$ cat config.mk
export PLATFORM = sky130hd
export DESIGN_NAME = fetch_pc_unit
export DESIGN_NICKNAME = d
export VERILOG_FILES = /design/src/rtl/fetch_pc_unit.sv
export SDC_FILE = /design/constraint.sdc
export NUM_CORES = 1
export LEC_CHECK = 0
export ABC_AREA = 1
export CORE_ASPECT_RATIO = 1.1
export CORE_MARGIN = 3
export CORE_UTILIZATION = 26
export DETAILED_ROUTE_END_ITERATION = 10
export REMOVE_ABC_BUFFERS = 1
export SYNTH_ARGS = -nofsm -noshare
export SYNTH_HDL_FRONTEND = slang
export SYNTH_SLANG_ARGS = --single-unit
$ cat constraint.sdc
create_clock -name clk -period 2.6 [get_ports clk]
set_clock_uncertainty 0.1 [all_clocks]
set_input_delay 0.52 -clock clk [delete_from_list [all_inputs] [get_ports clk]]
set_output_delay 0.52 -clock clk [all_outputs]
set_load 0.1 [all_outputs]
$ cat src/rtl/fetch_pc_unit.sv
// fetch_pc_unit: instruction-fetch front end.
// Owns the PC, picks the next PC (pc+2, branch target or JR target), issues
// instruction memory reads and fills the IF/ID latch. A one-entry skid holds
// a fetched instruction while decode is stalled.
// Ports:
//   clk, rst_n                 clock, async active-low reset
//   stall                      hazard unit: freeze IF/ID this cycle
//   br_taken/br_addr           EX: taken conditional branch and its target
//   jr_taken/jr_addr           EX: register-indirect jump and its target
//   halt_id                    decode holds a valid HALT
//   imem_done/imem_rdata       imem: read data valid / fetched instruction
//   imem_rd/imem_addr          imem: read request / address (= pc)
//   ifid_instr/pc2/valid       IF/ID latch contents
//   halted                     fetch permanently stopped
module fetch_pc_unit #(
  parameter logic [15:0] RESET_PC  = 16'h0000,
  parameter logic [15:0] NOP_INSTR = 16'h0800
) (
  input  logic        clk,
  input  logic        rst_n,
  input  logic        stall,
  input  logic        br_taken,
  input  logic [15:0] br_addr,
  input  logic        jr_taken,
  input  logic [15:0] jr_addr,
  input  logic        halt_id,
  input  logic        imem_done,
  input  logic [15:0] imem_rdata,
  output logic        imem_rd,
  output logic [15:0] imem_addr,
  output logic [15:0] ifid_instr,
  output logic [15:0] ifid_pc2,
  output logic        ifid_valid,
  output logic        halted
);

  localparam int unsigned W = 16;

  typedef enum logic [1:0] {
    S_FETCH  = 2'd0,
    S_HOLD   = 2'd1,
    S_FLUSH  = 2'd2,
    S_HALTED = 2'd3
  } state_t;

  state_t         state_q, state_d;
  logic [W-1:0]   pc_q, pc_d;
  logic [W-1:0]   pend_q, pend_d;
  logic [W-1:0]   skid_q, skid_d;
  logic           halt_pend_q, halt_pend_d;
  logic [W-1:0]   ifid_instr_d, ifid_pc2_d;
  logic           ifid_valid_d;

  logic           redirect;
  logic [W-1:0]   target;
  logic [W-1:0]   pc_inc;
  logic           access_over;
  logic           halt_req;
  logic [W-1:0]   flush_tgt;

  assign redirect  = br_taken | jr_taken;
  assign target    = jr_taken ? jr_addr : br_addr;
  assign pc_inc    = pc_q + W'(2);
  // Nothing outstanding if the current access completes now, or if no
  // request was issued (first cycle after reset, or HOLD).
  assign access_over = imem_done | ~imem_rd;
  // A HALT seen while a read is in flight is remembered until it completes.
  assign halt_req  = (halt_id & ~stall) | halt_pend_q;
  assign flush_tgt = redirect ? target : pend_q;
  assign imem_addr = pc_q;

  // State and datapath registers.
  always_ff @(posedge clk or negedge rst_n) begin
    if (!rst_n) begin
      state_q     <= S_FETCH;
      pc_q        <= RESET_PC;
      pend_q      <= '0;
      skid_q      <= '0;
      halt_pend_q <= 1'b0;
      ifid_instr  <= NOP_INSTR;
      ifid_pc2    <= '0;
      ifid_valid  <= 1'b0;
      imem_rd     <= 1'b0;
      halted      <= 1'b0;
    end else begin
      state_q     <= state_d;
      pc_q        <= pc_d;
      pend_q      <= pend_d;
      skid_q      <= skid_d;
      halt_pend_q <= halt_pend_d;
      ifid_instr  <= ifid_instr_d;
      ifid_pc2    <= ifid_pc2_d;
      ifid_valid  <= ifid_valid_d;
      imem_rd     <= (state_d == S_FETCH) || (state_d == S_FLUSH);
      halted      <= (state_d == S_HALTED);
    end
  end

  // Next-state and next-PC selection.
  always_comb begin
    state_d      = state_q;
    pc_d         = pc_q;
    pend_d       = pend_q;
    skid_d       = skid_q;
    halt_pend_d  = halt_pend_q;
    ifid_instr_d = ifid_instr;
    ifid_pc2_d   = ifid_pc2;
    ifid_valid_d = ifid_valid;

    case (state_q)
      S_FETCH: begin
        if (redirect) begin
          ifid_instr_d = NOP_INSTR;
          ifid_valid_d = 1'b0;
          halt_pend_d  = 1'b0;
          if (access_over) begin
            pc_d = target;
          end else begin
            pend_d  = target;
            state_d = S_FLUSH;
          end
        end else if (halt_req) begin
          ifid_instr_d = NOP_INSTR;
          ifid_valid_d = 1'b0;
          if (access_over) begin
            halt_pend_d = 1'b0;
            state_d     = S_HALTED;
          end else begin
            halt_pend_d = 1'b1;
          end
        end else if (imem_done && imem_rd) begin
          pc_d = pc_inc;
          if (!stall) begin
            ifid_instr_d = imem_rdata;
            ifid_pc2_d   = pc_inc;
            ifid_valid_d = 1'b1;
          end else begin
            skid_d  = imem_rdata;
            state_d = S_HOLD;
          end
        end else if (!stall) begin
          ifid_instr_d = NOP_INSTR;
          ifid_valid_d = 1'b0;
        end
      end

      S_HOLD: begin
        // The skid entry's pc+2 equals the current pc.
        if (redirect) begin
          ifid_instr_d = NOP_INSTR;
          ifid_valid_d = 1'b0;
          pc_d         = target;
          state_d      = S_FETCH;
        end else if (halt_id && !stall) begin
          ifid_instr_d = NOP_INSTR;
          ifid_valid_d = 1'b0;
          state_d      = S_HALTED;
        end else if (!stall) begin
          ifid_instr_d = skid_q;
          ifid_pc2_d   = pc_q;
          ifid_valid_d = 1'b1;
          state_d      = S_FETCH;
        end
      end

      S_FLUSH: begin
        // Wrong-path access still in flight: bubble until it returns.
        ifid_instr_d = NOP_INSTR;
        ifid_valid_d = 1'b0;
        pend_d       = flush_tgt;
        if (imem_done) begin
          pc_d    = flush_tgt;
          state_d = S_FETCH;
        end
      end

      S_HALTED: begin
        state_d = S_HALTED;
      end

      default: begin
        state_d = S_FETCH;
      end
    endcase
  end

endmodule

# ---- Word-level counts from Yosys, hierarchy flattened
# Index checks and enable logic that the tools add are counted.
dict set report word_totals {
  reg_bits 86
  in_bits 55
}
dict set report classes {
  bitwise_logic 8
  n_reduce_logical 17
  add_sub_neg 1
  eq_ne 22
  n_mux 51
}
# operator count
set op_table {}
lappend op_table {{$mux 16} 25}
lappend op_table {{$pmux 16 s3} 2}
lappend op_table {{$pmux 16 s2} 2}
lappend op_table {{$ne 2x2->1 const B} 11}
lappend op_table {{$mux 2} 10}
lappend op_table {{$add 16x2->16 const B} 1}
lappend op_table {{$mux 1} 10}
lappend op_table {{$ne 3x3->1 const B} 3}
lappend op_table {{$eq 2x2->1 const B} 4}
lappend op_table {{$ne 4x4->1 const B} 2}
lappend op_table {{$pmux 2 s4} 1}
lappend op_table {{$reduce_and 8->1} 1}
lappend op_table {{$reduce_and 3->1} 2}
lappend op_table {{$reduce_and 6->1} 1}
lappend op_table {{$reduce_bool 2->1} 3}
lappend op_table {{$ne 5x5->1 const B} 1}
lappend op_table {{$reduce_and 5->1} 1}
lappend op_table {{$logic_not 2->1} 2}
lappend op_table {{$not 1->1} 4}
lappend op_table {{$reduce_and 2->1} 2}
lappend op_table {{$or 1x1->1} 3}
lappend op_table {{$pmux 1 s3} 1}
lappend op_table {{$reduce_bool 3->1} 1}
lappend op_table {{$eq 2x1->1 const B} 1}
lappend op_table {{4 further kinds} 5}

# ---- Depth between registers and ports, before layout
# Gate-level depths: netlist of the first run.
dict set report logic_depth {
  word_depth 8
  ltp_mapped 11
  ltp_nobuf 10
}

# ---- Least setup slack after synthesis of the first run
# OpenSTA, ideal clock, no wires.
dict set report synth_path {
  path_kind {reg-to-reg}
  start {register imem_rd}
  end {register ifid_pc2[13]}
  path_slack_ps 316
  stages_incl_launch_ff 10
  t_arrival_ps 2057
  setup_ps 127
  period_less_slack_ps 2284
  n_path_buf 2
  t_required_ps 2373
  path_cell_list {dfrtp_1 nand2_1 inv_1 nand3_1 nand2_1 nand3_1 buf_4 buf_6 a21oi_1 a21oi_1}
}
dict set report synth_via {
  elab_chain_len 3
}
# element line
set synth_rtl {}
lappend synth_rtl {{start, declared} 29} ;# output logic imem_rd,
lappend synth_rtl {{start signal, assigned} 94} ;# imem_rd <= (state_d == S_FETCH) || (state_d == S_FLUSH);
lappend synth_rtl {{$logic_and 1x1->1} 131} ;# end else if (imem_done && imem_rd) begin
lappend synth_rtl {{$ne 2x2->1 (no line)} --}
lappend synth_rtl {{$reduce_and 8->1 (no line)} --}
lappend synth_rtl {{end signal, assigned} 92} ;# ifid_pc2 <= ifid_pc2_d;
lappend synth_rtl {{end, declared} 32} ;# output logic [15:0] ifid_pc2,
# Every way passes these cells.
# A chain may end at the register's enable or synchronous reset.

# ---- Worst setup path after layout of the first run
dict set report layout_path {
  start {register state_q[1]}
  end {register ifid_pc2[10]}
}
dict set report layout_via {
  elab_chain_len 3
}
# element line
set layout_rtl {}
lappend layout_rtl {{start, declared} 46} ;# state_t state_q, state_d;
lappend layout_rtl {{start signal, assigned} 86} ;# state_q <= state_d;
lappend layout_rtl {{$eq 2x1->1 or $logic_not 2->1 (tied branches)} 110} ;# case (state_q)
lappend layout_rtl {{$ne 2x2->1 (no line) or $reduce_bool 2->1 (tied branches)} --}
lappend layout_rtl {{$reduce_and 8->1 (no line)} --}
# Several ways; a longest one is shown, not always the timed one.

==> results of run 1 <==
cell usage in the layout, fill, tap and decap left out, types with 5 or more instances in the layout:
cell / synthesis / layout
nor2_1: 54 / 54
inv_1: 47 / 47
nand2_1: 305 / 305
clkbuf_16: 0 / 9
a31oi_1: 15 / 15
ha_1: 5 / 5
buf_4: 11 / 72
nand3_1: 41 / 41
inv_2: 5 / 5
o21ai_0: 47 / 47
clkdlybuf4s50_1: 0 / 53
a21oi_1: 65 / 65
dfrtp_1: 85 / 85
cell usage after synthesis, types with 3 or more instances:
cell and instances:
a21oi_1 65, a31oi_1 15, buf_2 11, buf_4 11, buf_6 4, clkbuf_1 11
dfrtp_1 85, ha_1 5, inv_1 47, inv_2 5, nand2_1 305, nand3_1 41
nand4_1 4, nor2_1 54, nor2_4 4, o21ai_0 47, o21ai_1 3
logic make-up after synthesis:
logic type / count (synthesis) / synth area share
XOR/XNOR: 4 / 0.006684
buffers and inverters: 92 / 0.08496
multiplexers: 1 / 0.002148
AO/OA/AOI/OAI: 140 / 0.1468
flip-flops: 86 / 0.4107
AND/OR/NAND/NOR: 422 / 0.3368
adder cells (fa/ha/maj): 5 / 0.01193
state kept, by name (all words and copies together) (netlist names):
register     count
ifid_instr      16
state_q          2
halt_pend_q      1
pend_q          16
skid_q          16
ifid_pc2        16
ifid_valid       1
halted           1
imem_rd          1
imem_addr       16
final cells by class:
class                      instances  area [um2]  area share
multi-input combinational        572        2644      0.3912
sequential                        86        2153      0.3186
timing repair buffer             128        1131      0.1673
tap                              247       309.0     0.04572
clock buffer                      10       229.0     0.03388
inverter                          54       217.7     0.03221
clock inverter                     5       75.07     0.01111
path summary, 6_finish.rpt:
path	end	slack, ps	cells after the start
min in group clk	ifid_instr[11]	370	2
worst min-delay path	ifid_valid	70	1
max in group asynchronous	pend_q[14]	1670	2
worst min register to register	ifid_instr[11]	370	2
worst max-delay path	ifid_pc2[10]	430	10
worst max register to register	ifid_pc2[10]	430	10
per-layer routing:
layer,vias to the layer above,track usage,share of wire
li1,2608,-,-
met1,2401,0.1871,0.44
met2,173,0.2504,0.48
met3,12,0.04211,0.073
met4,0,0.03748,0.014
met5,-,0,0
per-stage QoR:
step	instances	hold slack (ps)
floorplan	712	124.4
global placement	1087	360.2
detailed placement	1087	365.0
CTS	1102	92.09
global route	1102	110.9
finish	1102	70.34
power by group:
part	internal, mW	total, mW	switching [mW]
logic	1.48	5.61	4.13
clock network	0.832	1.38	0.550
registers	1.92	2.38	0.461
total	4.23	9.37	5.14
==> metrics.md, run 1 <==
| Metric | Value |
|---|---|
| Status | `finished, final reports clean` |
| Clock root buffer | `clkbuf_16` |
| Fillers | `2060` |
| Post-Route WL | `16.14 mm` |
| Antenna diodes | `0` |
| Syn_area_per_cell | `approximately 7.0 um2` |
| Post-CTS setup buffers | `0` |
| Detailed placement HPWL | `11.33 mm` |
| Mapped Area | `5243 um2` |
| Via count | `between 5000 and 6000` |
| Synth top area share | `0.4057` |
| Layout cells sized above 1 | `0.1392` |
| Peak supply drop | `0.8390 mV` |
| Max Cap Viol | `0` |
| Initial antenna violation count | `0` |
| Async SR Flop Fraction | `1.000` |
| Final min period | `2169 ps` |
| CP Max Fanout | `14` |
| Worst EP required | `2760 ps` |
| DR pass1 iterations | `5` |
| Worst slew margin | `0.6181` |
| Period utilisation layout | `0.8343` |
| Pin count of the biggest net entering global routing | `between 40 and 50` |
| Nets | `between 900 and 1000` |
| GRT Residual Overflow | `0` |
| Site row count | `53` |
| CTS Sinks | `86` |
| Max Fclk | `461.0 MHz` |
| Unrepaired setup endpoints after global routing | `no` |
| Clock slew at reported path FFs | `approximately 60 ps` |
| DRT antenna net count | `0` |
| Clock Tree Buf Depth | `2` |
| Finished Cell Area | `a little under 7000 um2` |
| Synthesis-to-layout area growth | `28.93%` |
| Critical path's slowest cell | `dfrtp_1` |
| First-pass GRT wire length | `26.02 mm` |
| Pre-CTS setup slack | `181.3 ps` |
| Wire length per cell | `14.65 um` |
| Synth area leader | `dfrtp_1` |
| Top_reg_cell synth | `dfrtp_1` |
| Ports | `106` |
| Starting DRT DRC Count | `414` |
| Pwr Density | `1386 nW/um2` |
| Worst Setup SP | `state_q[1]` |
| Residual DRC count | `0` |
| CP Capture Type | `flop` |
| Final setup TNS | `0 ps` |
| Placeable Area | `19430 um2` |
| Reg-to-reg startpoint | `state_q[1]` |
| Starting density of the core | `0.2698` |
| #FFs+latches synth | `86` |
| Largest cells by area after synthesis | `dfrtp_1, nand2_1, a21oi_1` |
| DIE WIDTH | `~140 um` |
| Fin worst setup slack | `430.8 ps` |
| Pleak | `approximately 3.4 nW` |
| Tot GR Track Use | `0.1482` |
| Pwr Total | `9.368 mW` |
| Synth warn | `0` |
| Number of hold buffers added after cts | `0` |
| CTS tree | `done` |
| Gpl congestion | `0.8629` |
| Arrival time worst endpoint | `2330 ps` |
| Critical Path Max Stage Delay | `440 ps` |
| Clk_lat worst skew | `around 350 ps` |
| Crit path cell chain | `inv_1 -> ha_1 -> buf_4 -> nand2_2 -> o21ai_2 -> nand3_1 -> inv_1 -> buf_4 -> nor2_1 -> a21oi_1` |
| Placed Area | `6455 um2` |
| Sequential area share after synthesis | `0.4107` |
| Final Setup Violations | `0` |
| Port buffer count | `around 110` |
| Die area | `21910 um2` |
| Nature of the critical path startpoint | `flop` |
| Post-synth EDFFs | `0` |
| Post-CTS resize count | `0` |
| Post-DR vias/cell | `approximately 4.7` |
| Final Hold Viols | `0` |
| CTS Buf Count | `9` |
| Buffer and inverter count on the worst path | `4` |
| Slew @ Worst Pin | `572.8 ps` |
| Htree depth | `3` |
| WS Path Type | `reg2reg` |
| Post-synthesis cell type count | `41` |
| Final Slew Violations | `0` |
| Hold crit path type | `in2async` |
| Vias in the first global route | `5049` |
| Cells after synthesis | `750` |
| Die height | `154.9 um` |
| Post-layout util | `0.3479` |
| Delay-heaviest family, CP | `buffers and inverters` |
Note: power is estimated with default switching activity, not from simulation.
==> run 2: changes to the inputs <==
Clock period 2.6 ns to 2.2 ns, I/O delays scaled along.
==> run 2 against run 1 <==
Clock power increased by 14%. Register-to-register slack got worse by 210 ps. Sequential cell count unchanged. Critical path type unchanged. Fmax increased by 9.5%. Critical endpoint is now ifid_instr[10].
==> metrics.md, run 2 (synthesized netlist as in run 1, its figures left out) <==
| Metric | Value |
|---|---|
| Max Fclk | `504.9 MHz (was 461.0 MHz)` |
| Arrival time worst endpoint | `2160 ps (was 2330 ps)` |
| Post-DR vias/cell | `4.660 (was 4.713)` |
| Gpl congestion | `0.8577 (was 0.8629)` |
| Worst slew margin | `0.6980 (was 0.6181)` |
| Number of hold buffers added after cts | `1 (was 0)` |
| Port buffer count | `105 (unchanged)` |
| Post-CTS resize count | `0 (unchanged)` |
| Pleak | `3.557 nW (was 3.387 nW)` |
| Pre-CTS setup slack | `-43.67 ps (was 181.3 ps)` |
| Final Slew Violations | `0 (unchanged)` |
| WS Path Type | `reg2reg (unchanged)` |
| Pin count of the biggest net entering global routing | `62 (was 46)` |
| Via count | `5261 (was 5194)` |
| First-pass GRT wire length | `26.43 mm (was 26.02 mm)` |
| Max Cap Viol | `0 (unchanged)` |
| Starting DRT DRC Count | `269 (was 414)` |
| Finished Cell Area | `7129 um2 (was 6759 um2)` |
| Post-CTS setup buffers | `0 (unchanged)` |
| Wire length per cell | `14.28 um (was 14.65 um)` |
| Nature of the critical path startpoint | `flop (unchanged)` |
| Vias in the first global route | `5239 (was 5049)` |
| Initial antenna violation count | `0 (unchanged)` |
| Placeable Area | `19430 um2 (unchanged)` |
| Clock root buffer | `clkbuf_16 (unchanged)` |
| Residual DRC count | `0 (unchanged)` |
| Period utilisation layout | `0.9003 (was 0.8343)` |
| Htree depth | `3 (unchanged)` |
| Layout cells sized above 1 | `0.1644 (was 0.1392)` |
| Final non-filler cell total | `1129 (was 1102)` |
| Clock Tree Buf Depth | `2 (unchanged)` |
| Detailed placement HPWL | `11.59 mm (was 11.33 mm)` |
| Fin worst setup slack | `219.3 ps (was 430.8 ps)` |
| Final Hold Viols | `0 (unchanged)` |
| CP Capture Type | `flop (unchanged)` |
| DR pass1 iterations | `5 (unchanged)` |
| GRT Residual Overflow | `0 (unchanged)` |
| Status | `finished, final reports clean (unchanged)` |
| Final Setup Violations | `0 (unchanged)` |
| CTS tree | `done (unchanged)` |
| Antenna diodes | `0 (unchanged)` |
| Pwr Density | `1606 nW/um2 (was 1386 nW/um2)` |
| Hold crit path type | `in2async (unchanged)` |
| Site row count | `53 (unchanged)` |
| CP Max Fanout | `12 (was 14)` |
| DIE WIDTH | `141.4 um (unchanged)` |
| DRT antenna net count | `0 (unchanged)` |
| Die area | `21910 um2 (unchanged)` |
| Post-Route WL | `16.12 mm (was 16.14 mm)` |
| Commonest non-fill, non-tap cell in the layout | `nand2_1 (unchanged)` |
| CTS Sinks | `86 (unchanged)` |
| Slew @ Worst Pin | `448.3 ps (was 572.8 ps)` |
| Unrepaired setup endpoints after global routing | `no (unchanged)` |
| Ports | `106 (unchanged)` |
| Starting density of the core | `0.2698 (unchanged)` |
| Clock slew at reported path FFs | `70 ps (was 60 ps)` |
| Die height | `154.9 um (unchanged)` |
| Tot GR Track Use | `0.1491 (was 0.1482)` |
| CTS Buf Count | `9 (unchanged)` |
| Placed insts | `1112 (was 1087)` |
| Peak supply drop | `1.198 mV (was 0.8390 mV)` |
| Placed Area | `6818 um2 (was 6455 um2)` |
| Most frequent cells in the layout | `nand2_1, dfrtp_1, buf_4 (unchanged)` |
| Nets | `937 (was 911)` |
| Synthesis-to-layout area growth | `35.99% (was 28.93%)` |
| Clk_lat worst skew | `350 ps (about the same)` |
| Final min period | `1981 ps (was 2169 ps)` |
| Worst EP required | `2380 ps (was 2760 ps)` |
-- run 2: cell types whose count changed in the layout (fill, tap and decap cells not counted), sizes merged --
cell         previous run  this run
bufinv                  2         1
dlygate4sd3             0         1
clkinv                  4         3
clkinvlp                0         2
clkbuf                 10        11
buf                    75       100
-- run 2: report_power, final --
group	internal, mW	switching (mW)
sequential	2.26	0.596
clock	0.912	0.671
combinational	2.12	4.89
-- run 2: final cells by class --
cell class              instances  area (um2)
inverters                      54       217.7
clock inverters                 5       58.81
repair buffers                154        1504
fillers                      2031       12300
clock buffers                  11       242.7
multi-input cells             572        2644
flip-flops and latches         86        2153
well taps                     247       309.0
-- run 2: worst paths after layout --
kind | from | end | slack (ps) | cells after the start
setup reg to reg | state_q[1] | ifid_instr[10] | 220 | 9
max in group asynchronous | rst_n | ifid_instr[11] | 1120 | 3
hold / removal | rst_n | ifid_instr[12] | 330 | 2
hold reg to reg | ifid_instr[12] | ifid_instr[12] | 380 | 2
min in group clk | ifid_instr[12] | ifid_instr[12] | 380 | 2
setup / recovery | state_q[1] | ifid_instr[10] | 220 | 9
-- run 2: metal layers --
metal	track usage	vias up	part of all wire
li1	-	2674	-
met4	0.05210	0	0.023
met3	0.04089	25	0.065
met1	0.1871	2412	0.45
met2	0.2472	150	0.46
met5	0	-	0
-- run 2: critical path, stage by stage, from the launching register on --
cell	delay [ps]
dfrtp_1	440
inv_1	130
ha_1	340
inv_2	110
nor2_8	150
inv_2	70
o211ai_4	210
buf_4	230
nand2_1	60
nand2_1	70
-- run 2: per-stage QoR --
step / hold WS, ps / util / TNS, ps / total power, mW
finish: 327.1 / 0.3669 / 0 / 11.45
global route: 324.6 / 0.3669 / 0 / 12.24
detailed placement: 145.0 / 0.3509 / -275.1 / 9.930
floorplan: 44.41 / - / -20570 / 7.611
global placement: 143.3 / 0.3509 / -163.3 / 9.870
CTS: 311.3 / 0.3669 / 0 / 11.55
